===== src/rtl/reg_arb_pkg.sv =====
// reg_arb_pkg: shared types, default sizes and width helpers for reg_wr_arbiter
package reg_arb_pkg;

    typedef enum logic [1:0] {IDLE, GRANT, BURST} state_t;

    localparam int ARB_N         = 4;
    localparam int ARB_W         = 8;
    localparam int ARB_MAX_BURST = 4;

    function automatic int id_w(input int n);
        return (n > 1) ? $clog2(n) : 1;
    endfunction

    function automatic int cnt_w(input int max_burst);
        return $clog2(max_burst + 1);
    endfunction

    localparam int ARB_ID_W  = id_w(ARB_N);
    localparam int ARB_CNT_W = cnt_w(ARB_MAX_BURST);

endpackage


===== src/rtl/rr_prio_enc.sv =====
// rr_prio_enc: rotating priority encoder, first set bit of req searching upward from ptr+1 with wrap
module rr_prio_enc
    import reg_arb_pkg::*;
#(
    parameter int N  = ARB_N,
    parameter int IW = id_w(N)
) (
    input  logic [N-1:0]  req,
    input  logic [IW-1:0] ptr,
    output logic          vld,
    output logic [IW-1:0] idx
);

    logic [IW-1:0] j;

    // scan from the farthest offset down so the closest candidate after ptr is written last
    always_comb begin
        vld = 1'b0;
        idx = '0;
        j   = '0;
        for (int k = N; k >= 1; k--) begin
            j = IW'((int'(ptr) + k) % N);
            if (req[j]) begin
                vld = 1'b1;
                idx = j;
            end
        end
    end

endmodule


===== src/rtl/reg_wr_arbiter.sv =====
// reg_wr_arbiter: round-robin write arbiter feeding one shared register; REG_ARB_BURST_EN enables locked bursts
module reg_wr_arbiter
    import reg_arb_pkg::*;
#(
    parameter int N         = ARB_N,
    parameter int W         = ARB_W,
    parameter int MAX_BURST = ARB_MAX_BURST
) (
    input  logic                 clk,
    input  logic                 clr_n,
    input  logic [N-1:0]         req,
    input  logic [N*W-1:0]       wdata,
    input  logic [N-1:0]         lock,
    output logic [N-1:0]         gnt,
    output logic [id_w(N)-1:0]   gnt_id,
    output logic                 ld,
    output logic [W-1:0]         data_out,
    output logic                 busy
);

    localparam int IW = id_w(N);

    if (N < 2 || N > 16) begin : g_bad_n
        $error("reg_wr_arbiter: N must be 2..16");
    end
    if (MAX_BURST < 1 || MAX_BURST > 15) begin : g_bad_burst
        $error("reg_wr_arbiter: MAX_BURST must be 1..15");
    end

    state_t        state, state_n;
    logic [IW-1:0] ptr, ptr_n, win, id_n;
    logic [N-1:0]  eff_req, gnt_n;
    logic          vld, ld_n;
    logic [W-1:0]  dout_n;
    logic [W-1:0]  words [N];

    for (genvar g = 0; g < N; g++) begin : g_words
        assign words[g] = wdata[g*W +: W];
    end

    // last cycle's winner sits out one round so a lone requester cannot hog the register
    assign eff_req = req & ~gnt;
    assign busy    = (state != IDLE);

    rr_prio_enc #(.N(N), .IW(IW)) u_enc (
        .req (eff_req),
        .ptr (ptr),
        .vld (vld),
        .idx (win)
    );

`ifdef REG_ARB_BURST_EN
    localparam int CW = cnt_w(MAX_BURST);
    logic [CW-1:0] cnt, cnt_n;
    logic          hold;

    assign hold = (state == BURST) && req[gnt_id] && lock[gnt_id] && (int'(cnt) < MAX_BURST);

    // burst length counter, cleared whenever the burst owner lets go
    always_ff @(posedge clk or negedge clr_n) begin
        if (!clr_n) cnt <= '0;
        else        cnt <= cnt_n;
    end
`else
    logic unused_lock;
    assign unused_lock = ^lock;
`endif

    // next grant: normal rotation, overridden by an active burst owner when bursts are built in
    always_comb begin
        state_n = vld ? GRANT : IDLE;
        gnt_n   = '0;
        gnt_n[win] = vld;
        id_n    = vld ? win : gnt_id;
        ld_n    = vld;
        dout_n  = vld ? words[win] : data_out;
        ptr_n   = vld ? win : ptr;
`ifdef REG_ARB_BURST_EN
        cnt_n   = '0;
        if (hold) begin
            state_n = BURST;
            gnt_n   = gnt;
            id_n    = gnt_id;
            ld_n    = 1'b1;
            dout_n  = words[gnt_id];
            ptr_n   = gnt_id;
            cnt_n   = cnt + 1'b1;
        end else if (vld && lock[win]) begin
            state_n = BURST;
            cnt_n   = CW'(1);
        end
`endif
    end

    // registered outputs and arbitration state; ptr resets to N-1 so requester 0 leads
    always_ff @(posedge clk or negedge clr_n) begin
        if (!clr_n) begin
            state    <= IDLE;
            ptr      <= IW'(N-1);
            gnt      <= '0;
            gnt_id   <= '0;
            ld       <= 1'b0;
            data_out <= '0;
        end else begin
            state    <= state_n;
            ptr      <= ptr_n;
            gnt      <= gnt_n;
            gnt_id   <= id_n;
            ld       <= ld_n;
            data_out <= dout_n;
        end
    end

endmodule

===== config.mk =====
export PLATFORM = sky130hd
export DESIGN_NAME = reg_wr_arbiter
export DESIGN_NICKNAME = d
export VERILOG_FILES = /design/src/rtl/reg_arb_pkg.sv /design/src/rtl/rr_prio_enc.sv /design/src/rtl/reg_wr_arbiter.sv
export SDC_FILE = /design/constraint.sdc
export NUM_CORES = 1
export LEC_CHECK = 0
export ABC_AREA = 1
export CAP_MARGIN = 5
export CORE_UTILIZATION = 43
export DETAILED_ROUTE_END_ITERATION = 12
export GPL_TIMING_DRIVEN = 0
export PLACE_DENSITY = 0.91
export SKIP_LAST_GASP = 1
export SYNTH_ARGS = -nofsm -noshare
export SYNTH_HDL_FRONTEND = slang
export SYNTH_SLANG_ARGS = --single-unit

===== constraint.sdc =====
create_clock -name clk -period 2.51 [get_ports clk]
set_clock_uncertainty 0.1 [all_clocks]
set_input_delay 0.753 -clock clk [delete_from_list [all_inputs] [get_ports clk]]
set_output_delay 0.753 -clock clk [all_outputs]
set_load 0.02 [all_outputs]

======== After elaboration in Yosys (flattened, before gate mapping) ========
Index checks and enable logic that the tools add are counted.
storage, ports and cells
  input bits .............................. 42
  output and inout port bits .............. 16
  logic and storage cells ................. 45
  register bits ........................... 18
operators by class
  magnitude comparators ................... 7
  bitwise operators ....................... 4
  reductions and logical operators ........ 2
  multiplexer cells ....................... 22
  add/subtract/negate cells ............... 4
operator list
  kind                   number
  $bmux W8 S2            1
  $mux W8                2
  $lt A2 B3 Y1 const B   5
  $mux W1                10
  $and A4 B4 Y4          2
  $bmux W1 S2            4
  $mux W2                4
  $add A2 B1 Y2 const B  2
  $add A2 B2 Y2 const B  2
  $not A4 Y4             1
  $ge A3 B3 Y1 const B   1
  $not A2 Y3             1
  $demux W1 S2           1
  $ge A2 B1 Y1 const B   1
  $reduce_bool A2 Y1     1
  $logic_and A1 B1 Y1    1

======== Depth between registers and ports, before layout ========
Gate-level depths: netlist of the first run.
  word-level depth ........................ 13
  gate-level depth with buffers ........... 16
  depth with buffers taken out ............ 15

======== By module ========
A second synthesis of the first run with hierarchy kept.
unflattened totals
  cells, all modules ...................... 212
  area total of the unflattened synthesis .. 1300.0 um^2
by module, submodules not included
  module          times used  seq. area each (um^2)  area an instance (um^2)  cells an instance
  reg_wr_arbiter  1           427.9                  1053.5                   161
  rr_prio_enc     1           0.0                    246.5                    51

======== Worst setup path after synthesis of the first run ========
No wires, ideal clock.
  path kind ............................... in2reg
  start ................................... input req[3]
  end ..................................... register data_out[0]
  stages on the path ...................... 14
  required time ........................... 2294 ps
  arrival time ............................ 1826 ps
  library setup time ...................... 116 ps
  path buffers ............................ 1
  path slack .............................. 467 ps
  cells stage by stage .................... nand3_1 -> nand2_1 -> nand2_1 -> nand2_1 -> clkinv_1 -> nand2_4 -> nand3_4 -> nand2_8 -> buf_12 -> nand2_4 -> nand3_2 -> nand2_1 -> nand2_1 -> nand2_1
between the ends
  longest elaborated chain between the ends .. 11
  elaborated cells between the ends (all ways) .. 21
  those cells by class .................... 19 x mux; 2 x bitwise
RTL lines
  element                                     line                   text
  start, declared                             reg_wr_arbiter.sv:11   input logic [N-1:0] req,
  $and A4 B4 Y4 *                             reg_wr_arbiter.sv:42   assign eff_req = req & ~gnt;
  $bmux W1 S2                                 rr_prio_enc.sv:23      if (req[j]) begin
  $mux W1 (implied by the code)               rr_prio_enc.sv:23
  $mux W2 (4 in a row)                        rr_prio_enc.sv:23
  $not A2 Y3 (implied by the code)            reg_wr_arbiter.sv:76   dout_n = vld ? words[win] : data_out;
  $bmux W8 S2                                 reg_wr_arbiter.sv:76
  $mux W8 (implied by the code) (2 in a row)  reg_wr_arbiter.sv:76
  end signal, assigned                        reg_wr_arbiter.sv:110  data_out <= dout_n;
  end, declared                               reg_wr_arbiter.sv:17   output logic [W-1:0] data_out,
Every way passes the cells marked *; elsewhere a longest branch is shown, timed or not. The select of a mux whose other input is x is not followed.
A chain may end at the register's enable or synchronous reset.

======== Final worst setup path of the first run ========
  start ................................... input req[1]
  end ..................................... register data_out[7]
The elaborated chain is that of the path after synthesis.

==> metrics.yaml, run 1 <==
status:
  status: "finished, final reports clean"
timing:
  drv_slew: 0
  finalHoldViolCount: 0
  period_share: 0.942
  fin_hold_ws_ns: 0.394
  setup_viol: 0
  fmax_ghz: 0.423
  period_minus_slack_ns: 2.37
  worst_pin_slew_ns: 0.747
  slew_headroom: 0.501
route:
  detail-route-antenna-nets: 0
  routed_wirelength_um: 3150
  vias: 1360
  drt_first_pass_iters: 4
  drt_iter0_markers: 54
  wl_per_cell_um: 10.4
  routed-wl-met3_um: 160
  route.detailed.vias_per_inst: 4.49
  wl_met1_um: 1290
  route.met2.wl_um: 1660
  drc: 0
  dr.max_layer_used: "met4"
synth:
  syn_inst: 197
  synth_area_mm2: 0.00137
  synth_top_family_by_area: "simple AND/OR/NAND/NOR gates"
  yosys.area_share.simple: 0.497
  synthAdderAreaFrac: 0
  synth_compound_area_frac: 0.00365
  synth_area_leader_cell: "dfrtp_1"
  syn_nets: 239
  seq_area_frac_synth: 0.312
  ys_top_cells_by_area: "dfrtp_1, nand2_1, nand3_1"
  syn_area_per_cell_um2: 6.95
  synth.distinct_cells: 20
  synth_xor_area_frac: 0.0119
  ys_ff_latch: 17
  yosysWarnings: 0
  netlist.area_leader.share: 0.274
  synthMuxAreaShare: 0
power_and_ir_drop:
  internal_power_mw: 1.73
  leakage_nw: 1.11
  p_per_area_mw_per_mm2: 1760
  seq_power_share: 0.153
  p_switching_mw: 1.86
  swShare: 0.518
  combPwrFrac: 0.805
  peakVddDrop_mv: 0.732
  p_clk_frac: 0.042
clocking:
  path_clk_slew_ns: 0.10
  numCtsBuffers: 3
  cts_root_buf: "clkbuf_4"
  clockBufferDepth: 2
  cts_hold_buf: 0
  clk_latency_ns: 0.30
  cts_tree: "done"
  cts_sinks: 17
  h-tree-depth: 1
critical_path:
  start_kind: "input pin"
  required_ns: 2.61
  reg2reg_slack_ns: 0.38
  critPathKind: "in2reg"
  r2r_cells: 16
  crit_start: "req[1]"
  crit_end: "data_out[7]"
  r2r_start: "ptr[0]"
  crit_fanout: 10
  end_kind: "flop"
  critPathArrivalTime_ns: 2.47
  r2r-end: "data_out[7]"
die:
  die_area_mm2: 0.00342
  num_rows: 20
  coreArea_mm2: 0.00303
  die_w_um: 58.4
  initial_core_util: 0.452
  boundaryPins: 58
  die_y_um: 58.4
final_layout:
  drive_gt1_frac: 0.181
  diodes: 0
  syn2layout_area_growth_pct: 48.9
  final_nets: 302
  layout_commonest_cell: "nand2_1"
  final_cell_mix: "nand2_1, clkdlybuf4s50_1, inv_1, nand3_1, dfrtp_1"
  finalInstanceArea_mm2: 0.00204
global_routing:
  grt_pass1_wl_um: 5220
  grt_max_degree: 18
  overflow: 0
  grt.total_usage: 0.201
  antenna_found_initial: 0
  grt_pass1_vias: 1321
placed_design:
  io_buffers: 53
  post-dp-hpwl_um: 2440
  placed_area_mm2: 0.00196
  gp_congestion: 0.810
job:
  cap_violations: 0
worst_hold_path:
  hold_path_class: "reg2reg"
==> metrics by stage <==
stage                     utilization  std cells  total power [mW]  TNS [ns]  setup slack [ns]
after floorplan                     -        197              2.57         0             0.467
after global placement          0.646        294              3.15     -1.61            -0.180
after detailed placement        0.646        294              3.23     -2.29            -0.230
after CTS                       0.655        298              3.39         0            0.0871
after global routing            0.674        303              3.93   -0.0843           -0.0252
final                           0.674        303              3.59         0             0.145
==> final cells by class <==
type / instances / area (um^2)
Tap cell: 44 / 55.1
Timing Repair Buffer: 58 / 581
Sequential cell: 17 / 428
Clock buffer: 3 / 22.5
Fill cell: 251 / 988
Multi-Input combinational cell: 126 / 704
Buffer: 8 / 71.3
Clock inverter: 1 / 5.00
Inverter: 46 / 173
==> worst min path at each step <==
stage / start / end / slack, ns / cells after the start
floorplan: clr_n / data_out[0] / 0.36 / 0
global placement: data_out[0] / data_out[0] / 0.37 / 2
detailed placement: data_out[1] / data_out[1] / 0.38 / 2
CTS: data_out[1] / data_out[1] / 0.40 / 2
global route: data_out[0] / data_out[0] / 0.42 / 2
finish: gnt_id[0] / gnt_id[0] / 0.39 / 2
==> critical path: stages <==
cell             delay (ns)
clkdlybuf4s50_1        0.48
nand3_1                0.08
nand2_1                0.13
nand2_1                0.08
nand2_1                0.08
clkinv_1               0.10
nand2_4                0.10
nand3_4                0.13
nand2_8                0.12
buf_12                 0.16
nand2_4                0.05
nand3_2                0.05
nand2_1                0.05
nand2_1                0.05
nand2_1                0.04
==> flip-flops by register name, summed over array words and instances, names as in the netlist <==
register  flops
state         1
ptr           2
gnt_id        2
gnt           4
data_out      8
==> timing repair <==
item | 4_1_cts | 5_1_grt
gates resized for setup | 0 | 2
setup buffers | 0 | 5
setup endpoints to repair | 0 | 9
==> synth_stat cells, drive strengths merged <==
library cell and count:
inv 45, dfrtp 15, buf 8, nand4 1, nand3 42, o21ai 1, dfstp 2, clkinv 1
xor2 1, nand2 74, nor2 5, nor3 2
==> kinds of logic (layout without fill, tap and decap cells) <==
family                 count (synthesis)  in the layout
AO/OA/AOI/OAI                          1              1
XOR/XNOR                               1              1
buffers and inverters                 54            116
flip-flops                            17             17
AND/OR/NAND/NOR                      124            124
==> layer usage <==
metal	vias up	GRT usage
met5	-	0
met4	0	0.109
met3	5	0.0242
met2	51	0.365
met1	596	0.230
li1	708	-
==> power groups by stage <==
stage / clock network, mW / registers [mW] / logic, mW
4_1_cts: 0.153 / 0.549 / 2.69
5_1_grt: 0.162 / 0.566 / 3.20
3_3_place_gp: 0 / 0.550 / 2.60
6_report: 0.150 / 0.550 / 2.89
2_1_floorplan: 0 / 0.676 / 1.90
3_5_place_dp: 0 / 0.555 / 2.68
No activity file was read; power rests on OpenSTA's default activity.
==> inputs of run 2 (changes only) <==
--- a/config.mk
+++ b/config.mk
@@ -6,11 +6,13 @@
 export NUM_CORES = 1
 export LEC_CHECK = 0
 export ABC_AREA = 1
-export CAP_MARGIN = 5
-export CORE_UTILIZATION = 43
+export CAP_MARGIN = 20
+export CELL_PAD_IN_SITES_DETAIL_PLACEMENT = 1
+export CELL_PAD_IN_SITES_GLOBAL_PLACEMENT = 1
+export CORE_UTILIZATION = 29
 export DETAILED_ROUTE_END_ITERATION = 12
 export GPL_TIMING_DRIVEN = 0
-export PLACE_DENSITY = 0.91
+export PLACE_DENSITY = 0.9
 export SKIP_LAST_GASP = 1
 export SYNTH_ARGS = -nofsm -noshare
 export SYNTH_HDL_FRONTEND = slang
==> run 2 against run 1 <==
The flow now finishes with violations (design-rule violations). Via count rose by 5.5%. Combinational power rose by 1%. Sequential cell count did not move. Sequential share of layout area fell by 0.25 points. Non-clock buffer count did not move. First-iteration DRC count fell by 1.9%. Global-route usage fell by 3.3 points. Critical path depth did not move. Largest cell class unchanged. Largest power group unchanged.
==> metrics.yaml, run 2 (synthesis gave the netlist of run 1 again) <==
route:
  drt_iter0_markers: 53
  vias: 1435
  detail-route-antenna-nets: 0
  drc: 8
  route.detailed.vias_per_inst: 4.61
  routed_wirelength_um: 3890
  wl_per_cell_um: 12.5
  drt_first_pass_iters: 8
final_layout:
  fill_cells: 578
  top_register: "data_out"
  final_util: 0.465
  largest_reg_flops: 8
  syn2layout_area_growth_pct: 50.7
  final_nets: 302
  final_cell_mix: "nand2_1, clkdlybuf4s50_1, inv_1, nand3_1, dfrtp_1"
  drive_gt1_frac: 0.193
  diodes: 0
  finalInstanceArea_mm2: 0.00206
  layout_commonest_cell: "nand2_1"
  reg.largest.list: "data_out: 8 flops, gnt: 4 flops"
power_and_ir_drop:
  peakVddDrop_mv: 0.648
  p_per_area_mw_per_mm2: 1790
  leakage_nw: 1.12
worst_hold_path:
  hold_path_startpoint: "data_out[1]"
  whs_path_depth: 2
  hold_path_class: "reg2reg"
  holdPathEnd: "data_out[1]"
global_routing:
  overflow: 0
  grt_pass1_vias: 1487
  grt_pass1_wl_um: 6640
  antenna_found_initial: 0
  grt.total_usage: 0.168
  grt_max_degree: 18
timing:
  slew_headroom: 0.510
  period_minus_slack_ns: 2.41
  setup_viol: 0
  finalHoldViolCount: 0
  period_share: 0.959
  drv_slew: 0
  setup_slack_ns: 0.103
  fmax_ghz: 0.415
  worst_pin_slew_ns: 0.733
placed_design:
  post-dp-hpwl_um: 3160
  placed_area_mm2: 0.00197
  dp_slack_ns: -0.322
  gp_congestion: 0.834
  io_buffers: 53
clocking:
  clockBufferDepth: 2
  cts_sinks: 17
  cts_root_buf: "clkbuf_8"
  h-tree-depth: 1
  cts_tree: "done"
  numCtsBuffers: 3
  path_clk_slew_ns: 0.07
  clk_latency_ns: 0.25
critical_path:
  r2r_start: "ptr[0]"
  reg2reg_slack_ns: 0.37
  critPathArrivalTime_ns: 2.45
  end_kind: "flop"
  cp_slowest_stage_delay_ns: 0.50
  r2r_cells: 16
  crit_buf_inv: 3
  cp_slowest_cell: "clkdlybuf4s50_1"
  crit_fanout: 10
  required_ns: 2.56
  critPathKind: "in2reg"
  start_kind: "input pin"
  crit_top_cell: "nand2_1"
  r2r-end: "data_out[7]"
  cp_cell_sequence: "clkdlybuf4s50_1 > nand3_1 > nand2_2 > nand2_1 > nand2_2 > inv_2 > nand2_4 > nand3_4 > nand2_8 > buf_12 > nand2_4 > nand3_2 > nand2_1 > nand2_1 > nand2_1"
  crit_family: "simple AND/OR/NAND/NOR gates"
status:
  status: "finished with violations"
  violations: "design-rule violations"
die:
  boundaryPins: 58
  die_y_um: 70.7
  coreArea_mm2: 0.00444
  die_area_mm2: 0.00500
  initial_core_util: 0.308
  die_w_um: 70.7
  num_rows: 24
job:
  cap_violations: 0
run 2: cell types whose count changed in the layout (fill, tap and decap cells not counted), sizes merged:
cell | before | now
clkinv | 2 | 1
inv | 45 | 46
run 2: worst max path at each step:
stage          startpoint           to  slack [ns]  cells after the start
5_1_grt            req[2]  data_out[6]       -0.01                     16
2_1_floorplan      req[3]  data_out[0]        0.47                     14
3_5_place_dp       req[2]  data_out[7]       -0.32                     15
3_3_place_gp       req[3]  data_out[0]       -0.21                     15
6_report           req[2]  data_out[7]        0.10                     15
4_1_cts            req[2]  data_out[7]        0.02                     15
run 2: cell type report:
class,count,area [um^2],share of cell area
Multi-Input combinational cell,126,709,0.344
Timing Repair Buffer,58,568,0.275
Sequential cell,17,428,0.207
Inverter,46,173,0.0836
Buffer,8,75.1,0.0364
Tap cell,52,65.1,0.0315
Clock buffer,3,41.3,0.0200
Clock inverter,1,5.00,0.00242
run 2: per-layer routing:
layer | track usage | wire [um] | up-vias
li1 | - | - | 711
met1 | 0.195 | 1650 | 680
met2 | 0.319 | 2060 | 40
met3 | 0.0271 | 152 | 4
met4 | 0.0400 | 30 | 0
met5 | 0 | 0 | -
run 2: metrics by stage:
stage | power (mW) | hold WS, ns | setup TNS (ns) | instances
after floorplan | 2.57 | 0.357 | 0 | 197
after global placement | 3.20 | 0.357 | -1.98 | 302
after detailed placement | 3.36 | 0.369 | -3.43 | 302
after CTS | 3.66 | 0.387 | 0 | 308
after global routing | 4.03 | 0.405 | -0.0207 | 311
final | 3.69 | 0.383 | 0 | 311
run 2: worst reg2reg max path: cells and delay by family (launching register included):
family                 cells  cell delay [ns]
DFF                        1             0.61
and+or+nand+nor           13             0.97
buffers and inverters      3             0.35
run 2: timing repair:
action | 4_1_cts | 5_1_grt
setup buffers | 2 | 3
gates resized for setup | 1 | 5
endpoints found under the setup margin | 7 | 12
pin swaps | 1 | 1
hold buffers | 0 | 0
run 2: power by group:
part | switching (mW) | internal, mW
clock | 0.0945 | 0.110
combinational | 1.76 | 1.18
sequential | 0.0970 | 0.454
